===== src/rtl/bp_be_instr_encoder_if.sv =====
// Command and instruction-word stream bundle for the BE instruction encoder.
// The master drives commands and consumes words; the slave is the encoder.
interface bp_be_instr_encoder_if;
  logic        cmd_v_i;
  logic        cmd_ready_o;
  logic [3:0]  cmd_op_i;
  logic [4:0]  cmd_rd_i;
  logic [4:0]  cmd_rs1_i;
  logic [4:0]  cmd_rs2_i;
  logic [31:0] cmd_imm_i;
  logic        instr_v_o;
  logic [31:0] instr_o;
  logic        instr_ready_i;
  logic        illegal_cmd_o;

  modport master (
    output cmd_v_i, cmd_op_i, cmd_rd_i, cmd_rs1_i, cmd_rs2_i, cmd_imm_i, instr_ready_i,
    input  cmd_ready_o, instr_v_o, instr_o, illegal_cmd_o
  );

  modport slave (
    input  cmd_v_i, cmd_op_i, cmd_rd_i, cmd_rs1_i, cmd_rs2_i, cmd_imm_i, instr_ready_i,
    output cmd_ready_o, instr_v_o, instr_o, illegal_cmd_o
  );
endinterface


===== src/rtl/bp_be_instr_encoder.sv =====
// Turns abstract BE commands into RV64 instruction words on a valid/ready stream.
// LI with a large immediate expands into LUI followed by ADDIW.
module bp_be_instr_encoder (
  input logic clk_i,
  input logic reset_i,
  bp_be_instr_encoder_if.slave enc
);

  typedef enum logic [1:0] {E_IDLE, E_FIRST, E_LAST} state_e;

  localparam logic [31:0] NOP_WORD = 32'h0000_0013;

  state_e state, state_n;

  logic signed [31:0] imm;
  logic        [19:0] li_hi;
  logic        [31:0] word0, word1;
  logic               dec_illegal, dec_two;
  logic               accept;

  logic        [31:0] instr_p1;
  logic        [31:0] pending_p1;
  logic               illegal_p1;

  function automatic logic in_range(input logic signed [31:0] v,
                                    input logic signed [31:0] lo,
                                    input logic signed [31:0] hi);
    return (v >= lo) && (v <= hi);
  endfunction

  function automatic logic [31:0] r_type(input logic [6:0] f7, input logic [4:0] rs2,
                                         input logic [4:0] rs1, input logic [2:0] f3,
                                         input logic [4:0] rd);
    return {f7, rs2, rs1, f3, rd, 7'h33};
  endfunction

  function automatic logic [31:0] i_type(input logic [11:0] imm12, input logic [4:0] rs1,
                                         input logic [2:0] f3, input logic [4:0] rd,
                                         input logic [6:0] opc);
    return {imm12, rs1, f3, rd, opc};
  endfunction

  assign imm = enc.cmd_imm_i;
  // Rounding the upper part by bit 11 absorbs the sign of the ADDIW low part.
  assign li_hi = enc.cmd_imm_i[31:12] + {19'b0, enc.cmd_imm_i[11]};

  always_comb begin
    dec_illegal = 1'b0;
    dec_two     = 1'b0;
    word0       = NOP_WORD;
    word1       = NOP_WORD;
    case (enc.cmd_op_i)
      4'd0: word0 = NOP_WORD;
      4'd1: word0 = r_type(7'h00, enc.cmd_rs2_i, enc.cmd_rs1_i, 3'b000, enc.cmd_rd_i);
      4'd2: word0 = r_type(7'h20, enc.cmd_rs2_i, enc.cmd_rs1_i, 3'b000, enc.cmd_rd_i);
      4'd3: word0 = r_type(7'h00, enc.cmd_rs2_i, enc.cmd_rs1_i, 3'b111, enc.cmd_rd_i);
      4'd4: word0 = r_type(7'h00, enc.cmd_rs2_i, enc.cmd_rs1_i, 3'b110, enc.cmd_rd_i);
      4'd5: word0 = r_type(7'h00, enc.cmd_rs2_i, enc.cmd_rs1_i, 3'b100, enc.cmd_rd_i);
      4'd6: begin
        if (in_range(imm, -32'sd2048, 32'sd2047))
          word0 = i_type(imm[11:0], enc.cmd_rs1_i, 3'b000, enc.cmd_rd_i, 7'h13);
        else
          dec_illegal = 1'b1;
      end
      4'd7: begin
        if (in_range(imm, -32'sd2048, 32'sd2047)) begin
          word0 = i_type(imm[11:0], 5'd0, 3'b000, enc.cmd_rd_i, 7'h13);
        end else begin
          word0 = {li_hi, enc.cmd_rd_i, 7'h37};
          if (imm[11:0] != 12'd0) begin
            dec_two = 1'b1;
            word1   = i_type(imm[11:0], enc.cmd_rd_i, 3'b000, enc.cmd_rd_i, 7'h1B);
          end
        end
      end
      4'd8: begin
        if (in_range(imm, -32'sd2048, 32'sd2047))
          word0 = i_type(imm[11:0], enc.cmd_rs1_i, 3'b011, enc.cmd_rd_i, 7'h03);
        else
          dec_illegal = 1'b1;
      end
      4'd9: begin
        if (in_range(imm, -32'sd2048, 32'sd2047))
          word0 = {imm[11:5], enc.cmd_rs2_i, enc.cmd_rs1_i, 3'b011, imm[4:0], 7'h23};
        else
          dec_illegal = 1'b1;
      end
      4'd10: begin
        if (!imm[0] && in_range(imm, -32'sd4096, 32'sd4094))
          word0 = {imm[12], imm[10:5], enc.cmd_rs2_i, enc.cmd_rs1_i, 3'b000,
                   imm[4:1], imm[11], 7'h63};
        else
          dec_illegal = 1'b1;
      end
      4'd11: begin
        if (!imm[0] && in_range(imm, -32'sd1048576, 32'sd1048574))
          word0 = {imm[20], imm[10:1], imm[11], imm[19:12], enc.cmd_rd_i, 7'h6F};
        else
          dec_illegal = 1'b1;
      end
      4'd12: word0 = {12'hF14, 5'd0, 3'b010, enc.cmd_rd_i, 7'h73};
      default: dec_illegal = 1'b1;
    endcase
  end

  assign enc.cmd_ready_o = (state == E_IDLE) || ((state == E_LAST) && enc.instr_ready_i);
  assign accept          = enc.cmd_v_i && enc.cmd_ready_o;

  always_comb begin
    state_n = state;
    case (state)
      E_IDLE: begin
        if (accept)
          state_n = dec_illegal ? E_IDLE : (dec_two ? E_FIRST : E_LAST);
      end
      E_FIRST: begin
        if (enc.instr_ready_i) state_n = E_LAST;
      end
      E_LAST: begin
        if (enc.instr_ready_i) begin
          if (accept)
            state_n = dec_illegal ? E_IDLE : (dec_two ? E_FIRST : E_LAST);
          else
            state_n = E_IDLE;
        end
      end
      default: state_n = E_IDLE;
    endcase
  end

  always_ff @(posedge clk_i or posedge reset_i) begin
    if (reset_i) state <= E_IDLE;
    else         state <= state_n;
  end

  // Output stage: held word, pending ADDIW and the illegal pulse
  always_ff @(posedge clk_i or posedge reset_i) begin
    if (reset_i) begin
      instr_p1   <= 32'd0;
      pending_p1 <= 32'd0;
      illegal_p1 <= 1'b0;
    end else begin
      illegal_p1 <= accept && dec_illegal;
      if (accept && !dec_illegal) begin
        instr_p1 <= word0;
        if (dec_two) pending_p1 <= word1;
      end else if ((state == E_FIRST) && enc.instr_ready_i) begin
        instr_p1 <= pending_p1;
      end
    end
  end

  assign enc.instr_v_o     = (state != E_IDLE);
  assign enc.instr_o       = instr_p1;
  assign enc.illegal_cmd_o = illegal_p1;

endmodule


===== src/flat_wrapper.sv =====
// flat-port wrapper written by rule: the top's interface ports become plain ports
module bp_be_instr_encoder_flat 
  (clk_i, reset_i, enc_cmd_v_i, enc_cmd_op_i, enc_cmd_rd_i, enc_cmd_rs1_i, enc_cmd_rs2_i, enc_cmd_imm_i, enc_instr_ready_i, enc_cmd_ready_o, enc_instr_v_o, enc_instr_o, enc_illegal_cmd_o);
  bp_be_instr_encoder_if enc_i ();
  input logic clk_i;
  input logic reset_i;
  input wire logic [$bits(enc_i.cmd_v_i)-1:0] enc_cmd_v_i;
  input wire logic [$bits(enc_i.cmd_op_i)-1:0] enc_cmd_op_i;
  input wire logic [$bits(enc_i.cmd_rd_i)-1:0] enc_cmd_rd_i;
  input wire logic [$bits(enc_i.cmd_rs1_i)-1:0] enc_cmd_rs1_i;
  input wire logic [$bits(enc_i.cmd_rs2_i)-1:0] enc_cmd_rs2_i;
  input wire logic [$bits(enc_i.cmd_imm_i)-1:0] enc_cmd_imm_i;
  input wire logic [$bits(enc_i.instr_ready_i)-1:0] enc_instr_ready_i;
  output wire logic [$bits(enc_i.cmd_ready_o)-1:0] enc_cmd_ready_o;
  output wire logic [$bits(enc_i.instr_v_o)-1:0] enc_instr_v_o;
  output wire logic [$bits(enc_i.instr_o)-1:0] enc_instr_o;
  output wire logic [$bits(enc_i.illegal_cmd_o)-1:0] enc_illegal_cmd_o;
  assign enc_i.cmd_v_i = enc_cmd_v_i;
  assign enc_i.cmd_op_i = enc_cmd_op_i;
  assign enc_i.cmd_rd_i = enc_cmd_rd_i;
  assign enc_i.cmd_rs1_i = enc_cmd_rs1_i;
  assign enc_i.cmd_rs2_i = enc_cmd_rs2_i;
  assign enc_i.cmd_imm_i = enc_cmd_imm_i;
  assign enc_i.instr_ready_i = enc_instr_ready_i;
  assign enc_cmd_ready_o = enc_i.cmd_ready_o;
  assign enc_instr_v_o = enc_i.instr_v_o;
  assign enc_instr_o = enc_i.instr_o;
  assign enc_illegal_cmd_o = enc_i.illegal_cmd_o;
  bp_be_instr_encoder u_core (.clk_i(clk_i), .reset_i(reset_i), .enc(enc_i));
endmodule

===== config.mk =====
export PLATFORM = sky130hd
export DESIGN_NAME = bp_be_instr_encoder_flat
export DESIGN_NICKNAME = d
export VERILOG_FILES = /design/src/rtl/bp_be_instr_encoder_if.sv /design/src/rtl/bp_be_instr_encoder.sv /design/src/flat_wrapper.sv
export SDC_FILE = /design/constraint.sdc
export NUM_CORES = 1
export LEC_CHECK = 0
export BUFFER_PORTS_ARGS = -buffer_cell sky130_fd_sc_hd__buf_2
export CORE_MARGIN = 2
export CORE_UTILIZATION = 55
export CTS_BUF_LIST = sky130_fd_sc_hd__clkbuf_8
export DETAILED_ROUTE_END_ITERATION = 12
export PLACE_DENSITY = 0.88
export REMOVE_ABC_BUFFERS = 1
export SLEW_MARGIN = 15
export SYNTH_ARGS = -nofsm -noshare
export SYNTH_HDL_FRONTEND = slang
export SYNTH_SLANG_ARGS = --single-unit

===== constraint.sdc =====
create_clock -name clk_i -period 5.25 [get_ports clk_i]
set_input_delay 0.525 -clock clk_i [delete_from_list [all_inputs] [get_ports clk_i]]
set_output_delay 0.525 -clock clk_i [all_outputs]
set_load 0.01 [all_outputs]

==> results_tabular.tex <==
\begin{tabular}{lr}
\hline
Metric & Value \\
\hline
\multicolumn{2}{l}{\textbf{Timing}} \\
\quad Worst max-slew margin expressed relative to the limit & 37.4\% \\
\quad Worst-Margin Slew & 0.933 ns \\
\quad Maximum clock frequency & 0.309 GHz \\
\quad Finish-stage setup viols & 0 \\
\quad Worst setup margin & 2.02 ns \\
\quad Setup repair after global routing missed its margin & no \\
\quad Post-route fraction of the period consumed by the critical path & 61.6\% \\
\quad Number of max-slew violations in the final report & 0 \\
\quad Worst clock skew & 0.00586 ns \\
\quad Final worst path period need & 3.23 ns \\
\quad Final number of hold-violating endpoints & 0 \\
\quad Sum of negative setup slack & 0 ns \\
\multicolumn{2}{l}{\textbf{Synth}} \\
\quad Post-synthesis cell count & 409 \\
\quad Number of flops mapped to enable cells by yosys & 0 \\
\quad Part of the Yosys area used for sequential elements & 37.3\% \\
\quad Dominant synthesized flop cell & sky130\_fd\_sc\_hd\_\_dfrtp\_1 \\
\quad Count of yosys warnings during synthesis & 0 \\
\quad Synthesized cell area & 3550 um2 \\
\quad Average cell area after synthesis & 8.68 um2 \\
\quad Area leader, netlist & sky130\_fd\_sc\_hd\_\_dfrtp\_1 \\
\quad Leading cell type by number of instances after synthesis & sky130\_fd\_sc\_hd\_\_dfrtp\_1 \\
\quad Proportion of register bits with asynchronous set or reset after synthesis & 100\% \\
\quad Flip-flop and latch count after synthesis & 53 \\
\quad Post-synth cell types & 61 \\
\quad Leading post-synthesis cells by instance count & sky130\_fd\_sc\_hd\_\_dfrtp\_1, sky130\_fd\_sc\_hd\_\_nand2\_1, sky130\_fd\_sc\_hd\_\_nor2\_1, sky130\_fd\_sc\_hd\_\_nand3\_1, sky130\_fd\_sc\_hd\_\_o21ai\_0 \\
\quad Area share of the largest cell type after synthesis & 37.3\% \\
\quad Synth area leaders & sky130\_fd\_sc\_hd\_\_dfrtp\_1, sky130\_fd\_sc\_hd\_\_nand2\_1, sky130\_fd\_sc\_hd\_\_a31oi\_1 \\
\multicolumn{2}{l}{\textbf{Critical path}} \\
\quad Largest stage delay, worst path & 0.46 ns \\
\quad Start of the worst register-to-register path & u\_core.state[0] \\
\quad Logic depth of the worst register-to-register path & 4 \\
\quad Category of the critical setup timing path & input pin to flip-flop \\
\quad Peak fanout along the critical path & 36 \\
\quad Type of origin of the critical path & input pin \\
\quad Ordered cell list for the critical path & buf\_2, ha\_1, nand3\_1, nor4\_4, nand4\_1, a31oi\_1, o211ai\_4, buf\_4, nor2\_4, a32oi\_1, a21oi\_1 \\
\quad Endpoint required time on the critical path & 5.49 ns \\
\quad Critical path's top delay family & simple AND/OR/NAND/NOR gates \\
\quad Number of buffer and inverter instances along the worst setup path & 2 \\
\quad CP max stage cell & sky130\_fd\_sc\_hd\_\_nor2\_4 \\
\quad Data arrival at the endpoint of the critical path & 3.48 ns \\
\quad Destination of the worst register-to-register timing path & u\_core.enc.instr\_o[13] \\
\quad Crit. End Element & flip-flop \\
\quad R2R Setup Slk & 2.66 ns \\
\multicolumn{2}{l}{\textbf{Global route}} \\
\quad First-pass GRT wire length & 17200 um \\
\quad All-layer global routing usage & 30.2\% \\
\quad Antenna violations before repair & 0 \\
\quad Overall overflow remaining after global route & 0 \\
\quad Vias in the first global route & 3477 \\
\quad Maximum number of pins on one net before global-route repair & 54 \\
\multicolumn{2}{l}{\textbf{Clock tree}} \\
\quad Later-pin clock latency in the skew report & 0.32 ns \\
\quad TritonCTS clock tree & built \\
\quad Number of clock buffers inserted by TritonCTS & 5 \\
\quad Total of cells resized after clock tree synthesis & 0 \\
\quad Clock transition at path regs & 0.10 ns \\
\quad Deepest level of the CTS H-tree & 2 \\
\quad Number of sinks driven by the clock tree & 53 \\
\quad Max Root-Sink Buffers & 2 \\
\quad Post-CTS setup buffer count & 0 \\
\quad Root Driver & sky130\_fd\_sc\_hd\_\_clkbuf\_8 \\
\quad Cts-stage hold buffer count & 0 \\
\multicolumn{2}{l}{\textbf{Cells and area}} \\
\quad Post-route core utilization & 65.1\% \\
\quad Ratio of cells with drive above 1 in the final layout & 26.5\% \\
\quad \# diodes & 0 \\
\quad Relative area change from synthesis to final layout & 15.6\% \\
\quad Filler-free cell count of the finished design & 563 \\
\quad Post-route design area & 4110 um2 \\
\quad Count of filler cells inserted in the layout & 566 \\
\quad Number of nets in the finished design & 544 \\
\multicolumn{2}{l}{\textbf{Drt}} \\
\quad Detailed-router iteration count before antenna repair & 7 \\
\quad DR iter-0 viols & 331 \\
\quad WL/cell & 18.7 um \\
\quad Drt drc & 0 \\
\quad Vias per std cell & 6.37 \\
\quad Detailed-route wire length & 10500 um \\
\quad Number of nets with antenna violations after routing & 0 \\
\quad Via count & 3588 \\
\multicolumn{2}{l}{\textbf{Place}} \\
\quad Worst slack, placed & 1.72 ns \\
\quad Buffers on Ports & 89 \\
\quad Detailed-placement wirelength estimate & 7800 um \\
\quad Number of cells in the design after placement & 555 \\
\quad RD Place Congestion & 1.03 \\
\quad Placed cell area & 3990 um2 \\
\multicolumn{2}{l}{\textbf{Floorplan}} \\
\quad Placement Rows & 29 \\
\quad Die ar. & 7120 um2 \\
\quad Horizontal die dimension & 84.4 um \\
\quad Floorplan core area & 6310 um2 \\
\quad Io pins & 90 \\
\quad Initial core utilization & 56.3\% \\
\quad Die span in y & 84.4 um \\
\multicolumn{2}{l}{\textbf{Power}} \\
\quad Maximum resistive drop on vdd & 0.218 mV \\
\quad Static Leakage & 1.85 nW \\
\quad Power density over cell area & 288 nW/um2 \\
\multicolumn{2}{l}{\textbf{Outcome}} \\
\quad Outcome & complete, no violations \\
\multicolumn{2}{l}{\textbf{Hold path}} \\
\quad Hold crit path type & input pin to asynchronous set/reset pin \\
\multicolumn{2}{l}{\textbf{Run}} \\
\quad Max-cap violation count & 0 \\
\hline
\end{tabular}
flip-flops by register name, indices dropped and copies added, names as in the netlist:
name / count
u_core.enc.instr_o: 31
u_core.pending_p1: 19
u_core.state: 2
u_core.enc.illegal_cmd_o: 1
worst max path at each step:
| stage | to | depth (start not counted) | from | slack [ns] |
|---|---|---|---|---|
| after floorplan | u_core.pending_p1[23] | 7 | enc_cmd_imm_i[15] | 2.28 |
| after global placement | u_core.pending_p1[28] | 9 | enc_cmd_imm_i[15] | 1.81 |
| after detailed placement | u_core.enc.instr_o[16] | 11 | enc_cmd_imm_i[11] | 1.72 |
| after CTS | u_core.enc.instr_o[16] | 11 | enc_cmd_imm_i[11] | 2.06 |
| after global routing | u_core.enc.instr_o[16] | 11 | enc_cmd_imm_i[11] | 1.76 |
| final | u_core.enc.instr_o[10] | 11 | enc_cmd_imm_i[11] | 2.02 |
metrics by stage:
step	power, mW	hold WS, ns
after floorplan	0.743	0.439
after global placement	0.882	0.455
after detailed placement	0.892	0.454
after CTS	1.18	0.410
after global routing	1.24	0.440
final	1.18	0.352
worst register-to-register path, cell delays in order, from the launching register on:
cell and delay [ns]:
sky130_fd_sc_hd__dfrtp_1 0.44, sky130_fd_sc_hd__nand3b_1 0.68, sky130_fd_sc_hd__inv_1 0.45, sky130_fd_sc_hd__a21oi_1 0.71, sky130_fd_sc_hd__a22o_1 0.26
layout by cell type (no fill, tap or decap), types with 7 or more instances in the layout:
cell type                  Yosys  routed
sky130_fd_sc_hd__a21oi_1      21      21
sky130_fd_sc_hd__a221oi_1      7       7
sky130_fd_sc_hd__a31oi_1      21      21
sky130_fd_sc_hd__and3_1        7       7
sky130_fd_sc_hd__buf_2         3      89
sky130_fd_sc_hd__dfrtp_1      53      53
sky130_fd_sc_hd__inv_1        14      13
sky130_fd_sc_hd__mux2_2        9       9
sky130_fd_sc_hd__mux2_4        8       8
sky130_fd_sc_hd__nand2_1      50      50
sky130_fd_sc_hd__nand3_1      25      25
sky130_fd_sc_hd__nand4_1       9       9
sky130_fd_sc_hd__nor2_1       31      31
sky130_fd_sc_hd__nor3_1        9       9
sky130_fd_sc_hd__nor4_1       11      11
sky130_fd_sc_hd__o21ai_0      25      25
final cells by class:
type                            instances  area [um2]  area share, %
Sequential cell                        53        1330           32.3
Multi-Input combinational cell        320        2060           50.1
Inverter                               14        53.8           1.31
Timing Repair Buffer                   91         460           11.2
Clock buffer                            5        68.8           1.68
Tap cell                               77        96.3           2.35
Clock inverter                          3        43.8           1.07
metal layers:
layer / track usage, % / part of all wire [%]
met1: 40.2 / 43
met2: 50.3 / 47
met3: 3.74 / 6.8
met4: 12.3 / 3.4
met5: 0 / 0
logic make-up after synthesis:
logic type	after synthesis	synth area share, %
simple gates	169	24.8
mux	17	6.23
buf+inv	36	4.72
xor+xnor	12	2.96
fa+ha+maj	4	1.41
flops	53	37.3
compound gates	118	22.6
power breakdown:
part / internal (mW) / total (mW) / switching (mW)
Combinational: 0.150 / 0.337 / 0.186
Sequential: 0.500 / 0.549 / 0.0492
Clock: 0.143 / 0.297 / 0.153
No activity file was read; power rests on OpenSTA's default activity.
